$ cat config.mk
export PLATFORM = sky130hd
export DESIGN_NAME = fifo_rd_ctrl
export DESIGN_NICKNAME = d
export VERILOG_FILES = /design/src/rtl/fifo_rd_ctrl.sv
export SDC_FILE = /design/constraint.sdc
export NUM_CORES = 1
export LEC_CHECK = 0
export ABC_CLOCK_PERIOD_IN_PS = 4450
export BUFFER_PORTS_ARGS = -buffer_cell sky130_fd_sc_hd__buf_4
export CORE_MARGIN = 1
export CORE_UTILIZATION = 36
export CTS_BUF_LIST = sky130_fd_sc_hd__clkbuf_4
export CTS_CLUSTER_SIZE = 8
export DETAILED_ROUTE_END_ITERATION = 10
export GPL_TIMING_DRIVEN = 1
export PLACE_DENSITY_LB_ADDON = 0.15
export SYNTH_ARGS = -nofsm -noshare
export SYNTH_HDL_FRONTEND = slang
export SYNTH_SLANG_ARGS = --single-unit
$ cat constraint.sdc
create_clock -name rclk -period 4.45 [get_ports rclk]
set_input_delay 0.2225 -clock rclk [delete_from_list [all_inputs] [get_ports rclk]]
set_output_delay 0.2225 -clock rclk [all_outputs]
set_load 0.005 [all_outputs]
$ cat src/rtl/fifo_rd_ctrl.sv
// fifo_rd_ctrl: async FIFO read-side pointer/flag logic with a one-entry FWFT output stage
module fifo_rd_ctrl #(
  parameter int ADDR_W = 3,
  parameter int DATA_W = 8,
  parameter int AE_THRESH = 2
) (
  input  logic              rclk,
  input  logic              rrst,
  input  logic [ADDR_W:0]   rq2_wptr,
  input  logic [DATA_W-1:0] mem_rdata,
  output logic [ADDR_W-1:0] raddr,
  output logic [ADDR_W:0]   rptr,
  output logic [DATA_W-1:0] rdata,
  output logic              rvalid,
  input  logic              rready,
  output logic              rempty,
  output logic              ralmost_empty,
  output logic [ADDR_W:0]   rlevel
);
  localparam logic [ADDR_W:0] AE = (ADDR_W+1)'(AE_THRESH);
  logic [ADDR_W:0] rbin, rbinnext, rgraynext, wbin, level_next;
  logic pop;
  always_comb begin
    wbin = '0;
    for (int i = 0; i <= ADDR_W; i++) wbin[i] = ^(rq2_wptr >> i);
  end
  assign pop = !rempty && (!rvalid || rready);
  assign rbinnext = rbin + {{ADDR_W{1'b0}}, pop};
  assign rgraynext = (rbinnext >> 1) ^ rbinnext;
  assign level_next = wbin - rbinnext;
  assign raddr = rbin[ADDR_W-1:0];
  // A pop refills the output stage in the same cycle it is drained, giving one word per cycle
  always_ff @(posedge rclk or posedge rrst) begin
    if (rrst) begin
      rbin <= '0;
      rptr <= '0;
      rdata <= '0;
      rvalid <= 1'b0;
      rempty <= 1'b1;
      ralmost_empty <= 1'b1;
      rlevel <= '0;
    end else begin
      rbin <= rbinnext;
      rptr <= rgraynext;
      rempty <= rgraynext == rq2_wptr;
      rlevel <= level_next;
      ralmost_empty <= level_next <= AE;
      rdata <= pop ? mem_rdata : rdata;
      rvalid <= pop || (rvalid && !rready);
    end
  end
endmodule

Word level (Yosys, flattened, before mapping)
Index checks and enable logic that the tools add are counted.
{ "totals": {"ff_bits": 23, "word_cells": 23, "output_inout_bits": 22} }
{ "classes": {"n_eq_ne": 1, "n_lt_le_gt_ge": 1, "bitwise_logic": 1, "n_addsub": 2, "n_reduce_logical": 11} }
{ "op_table": {"columns": ["cell", "count"], "rows": [
  ["parity 4 bit", 4],
  ["adder 4 x 1 -> 4 bit", 1],
  ["equality test 4 bit", 1],
  ["less-or-equal comparator 4 x 2 -> 1 bit, second input constant", 1],
  ["subtractor 4 bit", 1],
  ["XOR 3 x 4 -> 4 bit", 1],
  ["zero test 1 bit", 3],
  ["logical AND 1 bit", 2],
  ["logical OR 1 bit", 2]
]} }

Longest topological paths before layout
Gate-level depths: netlist of the first run.
{ "depth": {"word_depth": 6, "depth_mapped": 11, "depth_no_buf": 11} }

Worst setup path after synthesis of the first run
No wires, ideal clock.
{ "synth_path": {"kind": "reg2reg", "from": "register rvalid", "to": "register rlevel[3]", "path_stages_with_launch": 11, "required_time_ns": 4.323, "period_less_slack_ns": 2.827, "setup_ns": 0.127, "setup_slack_ns": 1.623, "arrival_ns": 2.700, "path_buffers": 0, "cell_sequence": "dfrtp_1 > a21oi_2 > ha_1 > ha_1 > xor2_1 > inv_1 > ha_1 > inv_1 > a2111o_1 > and4_4 > or2_2"} }
{ "synth_via": {"elab_chain_cells": 5} }
{ "synth_lines": {"columns": ["item", "line_no", "source"], "rows": [
  ["from (decl)", "14", "output logic rvalid,"],
  ["from (signal assigned)", "49", "rvalid <= pop || (rvalid && !rready);"],
  ["zero test 1 bit", "27", "assign pop = !rempty && (!rvalid || rready);"],
  ["logical OR 1 bit", "27", null],
  ["logical AND 1 bit", "27", null],
  ["adder 4 x 1 -> 4 bit", "28", "assign rbinnext = rbin + {{ADDR_W{1'b0}}, pop};"],
  ["via rbinnext[2]", "21", "logic [ADDR_W:0] rbin, rbinnext, rgraynext, wbin, level_next;"],
  ["subtractor 4 bit", "30", "assign level_next = wbin - rbinnext;"],
  ["via level_next[3]", "21", null],
  ["to (signal assigned)", "46", "rlevel <= level_next;"],
  ["to (decl)", "18", "output logic [ADDR_W:0] rlevel"]
]} }
The timed path passes the listed nets, and every way through them passes these cells.
A chain may end at the register's enable or synchronous reset.

Worst setup path in the final report of the first run
Ends and elaborated chain as after synthesis.

==> run_results.csv, run 1 <==
group,metric,value,unit
logic_synthesis,flop_and_latch_count_out_of_synthesis,22,
layout,mostFrequentLayoutCells,"36 x sky130_fd_sc_hd__buf_4, 20 x sky130_fd_sc_hd__dfrtp_1, 12 x sky130_fd_sc_hd__xnor2_1",
logic_synthesis,synth.avg_cell_area,13.3,um^2
floorplanning,horiz_die_dim,55.3,um
grt,first_global_vias,741,
setup_path,reg2reg_depth,10,
logic_synthesis,largest_family_of_logic_cells_by_synthesized_area,"XOR/XNOR gates",
run,drv_cap,0,
timing,setup_tns,0,ps
clocking,clock-root-buffer,"sky130_fd_sc_hd__clkbuf_4",
place,dp.cells,142,
timing,setup_viol,0,
floorplanning,core_region_area,2590,um^2
layout,stdcell_count,146,
timing,fmax,325,MHz
logic_synthesis,yosys.area.top_type_share,48.9,%
logic_synthesis,synth.cell_area,1020,um^2
logic_synthesis,synthCells,77,
clocking,max-clock-path-buffers,2,
floorplanning,ioPinCount,37,
floorplanning,rows,18,
status,outcome,"finished, final reports clean",
place,count_of_buffers_inserted_at_the_top_level_ports,36,
timing,worst_slew_pin_slew,803,ps
layout,drive_above_1_share,46.6,%
place,dp.final_hpwl,1390,um
clocking,resized_gates_after_cts,0,
logic_synthesis,sequential_fraction_of_the_synthesis_area,54.0,%
timing,period_minus_slack,3070,ps
clocking,path_clk_slew,110,ps
clocking,clock_tree.htree_level_count,1,
setup_path,cp.arrival,3260,ps
route,post_drt_via_cell_ratio,4.77,
grt,global_route.usage.met3,2.34,%
power_and_ir_drop,power_per_cell_area,673,nW/um^2
logic_synthesis,yosys.area_share.adder,6.11,%
logic_synthesis,synth-warning-count,0,
clocking,cts_tree,"yes",
grt,antenna_found_initial,0,
floorplanning,die_area,3060,um^2
setup_path,path_max_fanout,9,
setup_path,worstSetupStartpointType,"register",
setup_path,worstSetupEndpointType,"register",
route,detail_route.iter0.violations,11,
layout,layout-area-overhead-vs-synth,32.2,%
logic_synthesis,post_synth_and_or_nand_nor_area_fraction,3.79,%
setup_path,criticalPathCategory,"register to register",
logic_synthesis,synth_area_leader_cell,"sky130_fd_sc_hd__dfrtp_1",
power_and_ir_drop,vdd_ir_drop_max,0.289,mV
timing,grt_setup_unrepaired,"false",
logic_synthesis,synth_edf_count,0,
setup_path,r2r_start,"rvalid",
timing,timing_max_transition_violations_final,0,
logic_synthesis,synth-xor-area-share,15.3,%
place,finalWeightedCongestion,0.852,
route,wl_per_cell,11.9,um
timing,crit_share_post_route,69.1,%
layout,layout_commonest_cell,"sky130_fd_sc_hd__buf_4",
route,finalWirelength,1740,um
clocking,postCtsSetupBuffers,0,
clocking,post_cts_hold_buffer_count,0,
setup_path,crit_path_start,"rvalid",
clocking,tritoncts.num_buffers,3,
logic_synthesis,synthFlopType,"sky130_fd_sc_hd__dfrtp_1",
logic_synthesis,synth_compound_gate_area_share,7.21,%
logic_synthesis,mappedNetlistNets,97,
grt,global_route.usage.total,13.2,%
grt,globalRouteMet1Util,15.1,%
route,postRouteAntennaNets,0,
grt,grt-busiest-layer,"met2",
grt,grt_max_degree,23,
layout,layout.filler_cells,233,
setup_path,reg2reg_slack,1380,ps
power_and_ir_drop,cellLeakagePower,0.656,nW
clocking,insertion_delay,290,ps
timing,maxSlewHeadroom,46.4,%
floorplanning,die_h,55.3,um
grt,groute.layer.met2.usage,22.4,%
clocking,clock-sinks,22,
timing,finClkSkew,4.34,ps
floorplanning,initial_core_utilization,39.5,%
logic_synthesis,yosysUniqueCellTypes,24,
route,detail_route.first_pass.iterations,4,
grt,gr-total-overflow,0,
logic_synthesis,postSynth.asyncResetShare,100,%
logic_synthesis,area_contributors_post_synth,"sky130_fd_sc_hd__dfrtp_1 49%, sky130_fd_sc_hd__xnor2_1 10%, sky130_fd_sc_hd__mux2_2 8.8%",
layout,layout.nets,137,
timing,timing.final.hold_violations,0,
setup_path,required_time_reported_for_the_critical_path_endpoint,4640,ps
setup_path,reg2reg_to,"rlevel[3]",
grt,grt_first_pass_wirelength,3230,um
layout,n_antenna_cell,0,
route,drc,0,
setup_path,critical_path.endpoint,"rlevel[3]",
route,total_vias_in_the_final_route,696,
logic_synthesis,post_synthesis_mux_area_share,9.78,%
hold_path,worstHoldPathType,"primary input to asynchronous set/reset pin",
[per-stage QoR]
stage | utilization (%) | cell area [um^2] | power [mW] | worst slack (ps) | hold WS, ps
2_1_floorplan | - | 1020 | 0.658 | 1620 | 210
3_3_place_gp | 51.2 | 1330 | 0.836 | 1440 | 409
3_5_place_dp | 51.2 | 1330 | 0.840 | 1350 | 433
4_1_cts | 52.2 | 1350 | 0.929 | 1330 | 96.2
5_1_grt | 52.2 | 1350 | 0.991 | 1080 | 119
6_report | 52.2 | 1350 | 0.911 | 1380 | 72.2
[synthesized netlist by cell type (2+ instances only)]
cell type / number
sky130_fd_sc_hd__dfstp_2: 2
sky130_fd_sc_hd__ha_1: 5
sky130_fd_sc_hd__inv_1: 9
sky130_fd_sc_hd__xor2_1: 3
sky130_fd_sc_hd__mux2_2: 8
sky130_fd_sc_hd__xnor2_1: 12
sky130_fd_sc_hd__dfrtp_1: 20
sky130_fd_sc_hd__a31oi_1: 2
[kinds of logic after synthesis]
logic type / Yosys count
compound gates: 9
xor+xnor: 16
flops: 22
buf+inv: 10
mux: 9
fa+ha+maj: 5
simple gates: 6
[per-layer routing]
layer	share of wire [%]	up-vias
met2	50	26
met1	43	329
met3	5.2	2
li1	-	339
met4	1.6	0
met5	0	-
[registers in the layout, summed over array words and instances, names as in the netlist]
name,count
rdata,8
rlevel,4
rvalid,1
rbin,4
rptr,3
ralmost_empty,1
rempty,1
[worst min path at each step]
stage | start | end | slack (ps) | depth (start not counted)
after global placement | rrst | rdata[4] | 410 | 2
after detailed placement | rrst | rlevel[0] | 430 | 2
after global routing | rready | rvalid | 120 | 2
after CTS | rrst | rlevel[0] | 100 | 2
final | rrst | rlevel[0] | 70 | 2
after floorplan | rrst | rbin[0] | 210 | 1
[critical path: stages (launching register included)]
cell and delay, ps:
sky130_fd_sc_hd__dfrtp_1 420, sky130_fd_sc_hd__a21oi_2 420, sky130_fd_sc_hd__ha_1 290, sky130_fd_sc_hd__ha_1 210, sky130_fd_sc_hd__xor2_1 260, sky130_fd_sc_hd__inv_1 110
sky130_fd_sc_hd__ha_1 360, sky130_fd_sc_hd__inv_1 50, sky130_fd_sc_hd__a2111o_1 400, sky130_fd_sc_hd__and4_4 180, sky130_fd_sc_hd__or2_2 260
[where the power goes]
part | leakage, nW | internal (mW) | switching, mW
clock network | 0.0154 | 0.0326 | 0.0524
registers | 0.252 | 0.282 | 0.0367
logic | 0.388 | 0.274 | 0.232
total | 0.656 | 0.589 | 0.321
[area by class of cell]
cell class / count / area (um^2) / area share [%]
timing repair buffer: 36 / 270 / 20.0
multi-input combinational: 45 / 432 / 31.9
tap: 30 / 37.5 / 2.78
clock inverter: 1 / 3.75 / 0.278
clock buffer: 3 / 22.5 / 1.67
sequential: 22 / 553 / 40.9
inverter: 9 / 33.8 / 2.50
No activity file was read; power rests on OpenSTA's default activity.
==> inputs of run 2 (changes only) <==
--- a/config.mk
+++ b/config.mk
@@ -5,7 +5,8 @@
 export SDC_FILE = /design/constraint.sdc
 export NUM_CORES = 1
 export LEC_CHECK = 0
-export ABC_CLOCK_PERIOD_IN_PS = 4450
+export ABC_AREA = 1
+export ABC_CLOCK_PERIOD_IN_PS = 2600
 export BUFFER_PORTS_ARGS = -buffer_cell sky130_fd_sc_hd__buf_4
 export CORE_MARGIN = 1
 export CORE_UTILIZATION = 36
==> constraint.sdc (replaced) <==
create_clock -name rclk -period 2.6 [get_ports rclk]
set_input_delay 0.13 -clock rclk [delete_from_list [all_inputs] [get_ports rclk]]
set_output_delay 0.13 -clock rclk [all_outputs]
set_load 0.005 [all_outputs]
==> run 2 against run 1 <==
The run now ends with DRC left. Die area up 8.0%. Critical path type unchanged. Maximum frequency up 32%. Critical path depth up 3. Register-to-register slack worse by 1100 ps. Hold slack worse by 61 ps. Via count up 19%. Highest routed layer unchanged. Wire length up 22%. First-iteration DRC count rose to 4.6 times the previous value. Sequential power up 70%. Synthesized cell count up 52%. Combinational power up 74%. Cell area up 11%.
==> run_results.csv, run 2 <==
group,metric,value,unit
status,outcome,"finished, violations left",
status,violated_checks,"DRC",
hold_path,worstHoldPathType,"primary input to register",
timing,timing.final.hold_violations,0,
clocking,postCtsSetupBuffers,0,
route,detail_route.iter0.violations,51,
floorplanning,initial_core_utilization,39.2,%
layout,multiInputGateArea,488,um^2
setup_path,cp.arrival,2590,ps
clocking,max-clock-path-buffers,2,
logic_synthesis,sequential_fraction_of_the_synthesis_area,49.9,%
power_and_ir_drop,fin_total_pwr,1.68,mW
grt,global_route.usage.total,14.5,%
setup_path,reg2reg_depth,13,
timing,crit_share_post_route,89.6,%
layout,mostFrequentLayoutCells,"39 x sky130_fd_sc_hd__nand2_1, 36 x sky130_fd_sc_hd__buf_4, 20 x sky130_fd_sc_hd__dfrtp_1",
setup_path,worstSetupEndpointType,"register",
route,postRouteAntennaNets,0,
clocking,path_clk_slew,130,ps
setup_path,slowest_stage,"sky130_fd_sc_hd__dfrtp_1",
route,wl_met1,983,um
place,dp.cells,184,
logic_synthesis,synth_edf_count,0,
power_and_ir_drop,vdd_ir_drop_max,0.472,mV
logic_synthesis,synth_area_leader_cell,"sky130_fd_sc_hd__dfrtp_1",
timing,fmax,429,MHz
layout,layout_commonest_cell,"sky130_fd_sc_hd__nand2_1",
floorplanning,die_area,3310,um^2
hold_path,holdPathStages,3,
logic_synthesis,synthCells,117,
grt,grt_first_pass_wirelength,3570,um
grt,grt_max_degree,23,
layout,top_register,"rdata",
clocking,cts_tree,"yes",
route,detail_route.first_pass.iterations,7,
logic_synthesis,flop_and_latch_count_out_of_synthesis,22,
floorplanning,horiz_die_dim,57.5,um
logic_synthesis,ys_top_cells_by_count,"39 x sky130_fd_sc_hd__nand2_1, 20 x sky130_fd_sc_hd__dfrtp_1, 18 x sky130_fd_sc_hd__inv_1",
route,post_drt_via_cell_ratio,4.35,
layout,layout-area-overhead-vs-synth,35.1,%
setup_path,worstPathCellList,"a21oi_4 -> ha_1 -> ha_1 -> nand2_1 -> nand2_4 -> inv_1 -> ha_1 -> inv_1 -> nor2_1 -> nand3_1 -> nand3_1 -> nand2_2 -> nor2_2",
grt,gr-total-overflow,0,
floorplanning,ioPinCount,37,
power_and_ir_drop,cellLeakagePower,0.835,nW
clocking,insertion_delay,310,ps
logic_synthesis,yosysUniqueCellTypes,17,
setup_path,required_time_reported_for_the_critical_path_endpoint,2850,ps
logic_synthesis,synth.cell_area,1110,um^2
setup_path,path_common_cell,"sky130_fd_sc_hd__ha_1",
route,finalWirelength,2130,um
setup_path,worstSetupStartpointType,"register",
logic_synthesis,yosys.area.top_type_share,45.1,%
timing,maxSlewHeadroom,44.8,%
layout,layout.nets,180,
timing,setup_viol,0,
place,count_of_buffers_inserted_at_the_top_level_ports,36,
clocking,tritoncts.num_buffers,3,
setup_path,critPathMaxStageDelay,440,ps
layout,reg_top3,"rdata x8, rbin x4, rlevel x4",
timing,finClkSkew,8.00,ps
place,dp.final_hpwl,1670,um
clocking,clock_tree.htree_level_count,1,
run,drv_cap,0,
clocking,clock-sinks,22,
route,wl_met2,1030,um
route,wl_met3,86,um
layout,n_antenna_cell,0,
floorplanning,die_h,57.5,um
layout,largest_register_ff_count,8,
route,dr.max_layer_used,"met4",
layout,drive_above_1_share,38.4,%
route,total_vias_in_the_final_route,826,
logic_synthesis,synthFlopType,"sky130_fd_sc_hd__dfrtp_1",
logic_synthesis,synthMostInstantiatedCell,"sky130_fd_sc_hd__nand2_1",
logic_synthesis,postSynth.asyncResetShare,100,%
timing,grt_setup_unrepaired,"false",
route,wl_per_cell,11.2,um
logic_synthesis,area_contributors_post_synth,"sky130_fd_sc_hd__dfrtp_1 45%, sky130_fd_sc_hd__nand2_1 13%, sky130_fd_sc_hd__inv_1 6.1%",
floorplanning,rows,19,
layout,layout.filler_cells,260,
logic_synthesis,mappedNetlistNets,137,
logic_synthesis,synth.avg_cell_area,9.47,um^2
timing,period_minus_slack,2330,ps
power_and_ir_drop,power_per_cell_area,1120,nW/um^2
floorplanning,core_region_area,2830,um^2
layout,ff_latch_area,553,um^2
route,drc,2,
layout,stdcell_count,190,
timing,setup_tns,0,ps
setup_path,criticalPathCategory,"register to register",
place,finalWeightedCongestion,0.813,
clocking,clock-root-buffer,"sky130_fd_sc_hd__clkbuf_4",
grt,first_global_vias,783,
timing,timing_max_transition_violations_final,0,
setup_path,path_max_fanout,10,
logic_synthesis,synth-warning-count,0,
grt,antenna_found_initial,0,
timing,worst_slew_pin_slew,827,ps
run 2: routing by layer:
metal | vias up | GRT usage [%]
met4 | 0 | 9.41
met5 | - | 0
met3 | 2 | 1.36
met2 | 23 | 22.4
li1 | 433 | -
met1 | 368 | 19.6
run 2: critical path, delay by kind of cell, from the launching register on:
| kind | cells | cell delay, ps |
|---|---|---|
| fa+ha+maj | 3 | 730 |
| simple gates | 7 | 650 |
| flops | 1 | 440 |
| compound gates | 1 | 300 |
| buf+inv | 2 | 140 |
run 2: final timing paths:
kind / slack (ps) / from / end
min in group asynchronous: 540 / rrst / rdata[0]
max in group asynchronous: 1550 / rrst / rdata[5]
setup reg to reg: 270 / rvalid / ralmost_empty
hold reg to reg: 490 / rdata[1] / rdata[1]
hold / removal: 10 / mem_rdata[0] / rdata[0]
setup / recovery: 270 / rvalid / ralmost_empty
run 2: repair_timing:
item	CTS	global route
endpoints found under the hold margin	17	1
setup endpoints to repair	0	2
resized for setup	0	1
hold buffers	1	1
run 2: final cells by class:
cell class / count / area share [%]
Clock buffer: 3 / 1.50
Inverter: 20 / 5.01
Clock inverter: 1 / 2.01
Timing Repair Buffer: 38 / 19.4
Tap cell: 31 / 2.59
Sequential cell: 22 / 36.9
Multi-Input combinational cell: 75 / 32.6
run 2: power breakdown:
group / internal, mW / total (mW) / switching (mW)
Clock: 0.156 / 0.262 / 0.106
Combinational: 0.415 / 0.878 / 0.463
Sequential: 0.477 / 0.541 / 0.0647
Total: 1.05 / 1.68 / 0.634
run 2: logic make-up after synthesis:
group	count (synthesis)	synth area share [%]
compound gates	1	0.790
buf+inv	20	6.77
flops	22	49.9
fa+ha+maj	5	5.64
simple gates	61	28.0
xor+xnor	8	8.92
run 2: stage by stage:
step	utilization, %	hold WS, ps	worst slack (ps)	area [um^2]
floorplan	-	118	424	1110
global placement	50.1	329	266	1420
detailed placement	50.1	339	171	1420
CTS	52.3	7.44	141	1480
global route	52.9	6.44	63.7	1500
finish	52.9	11.1	269	1500
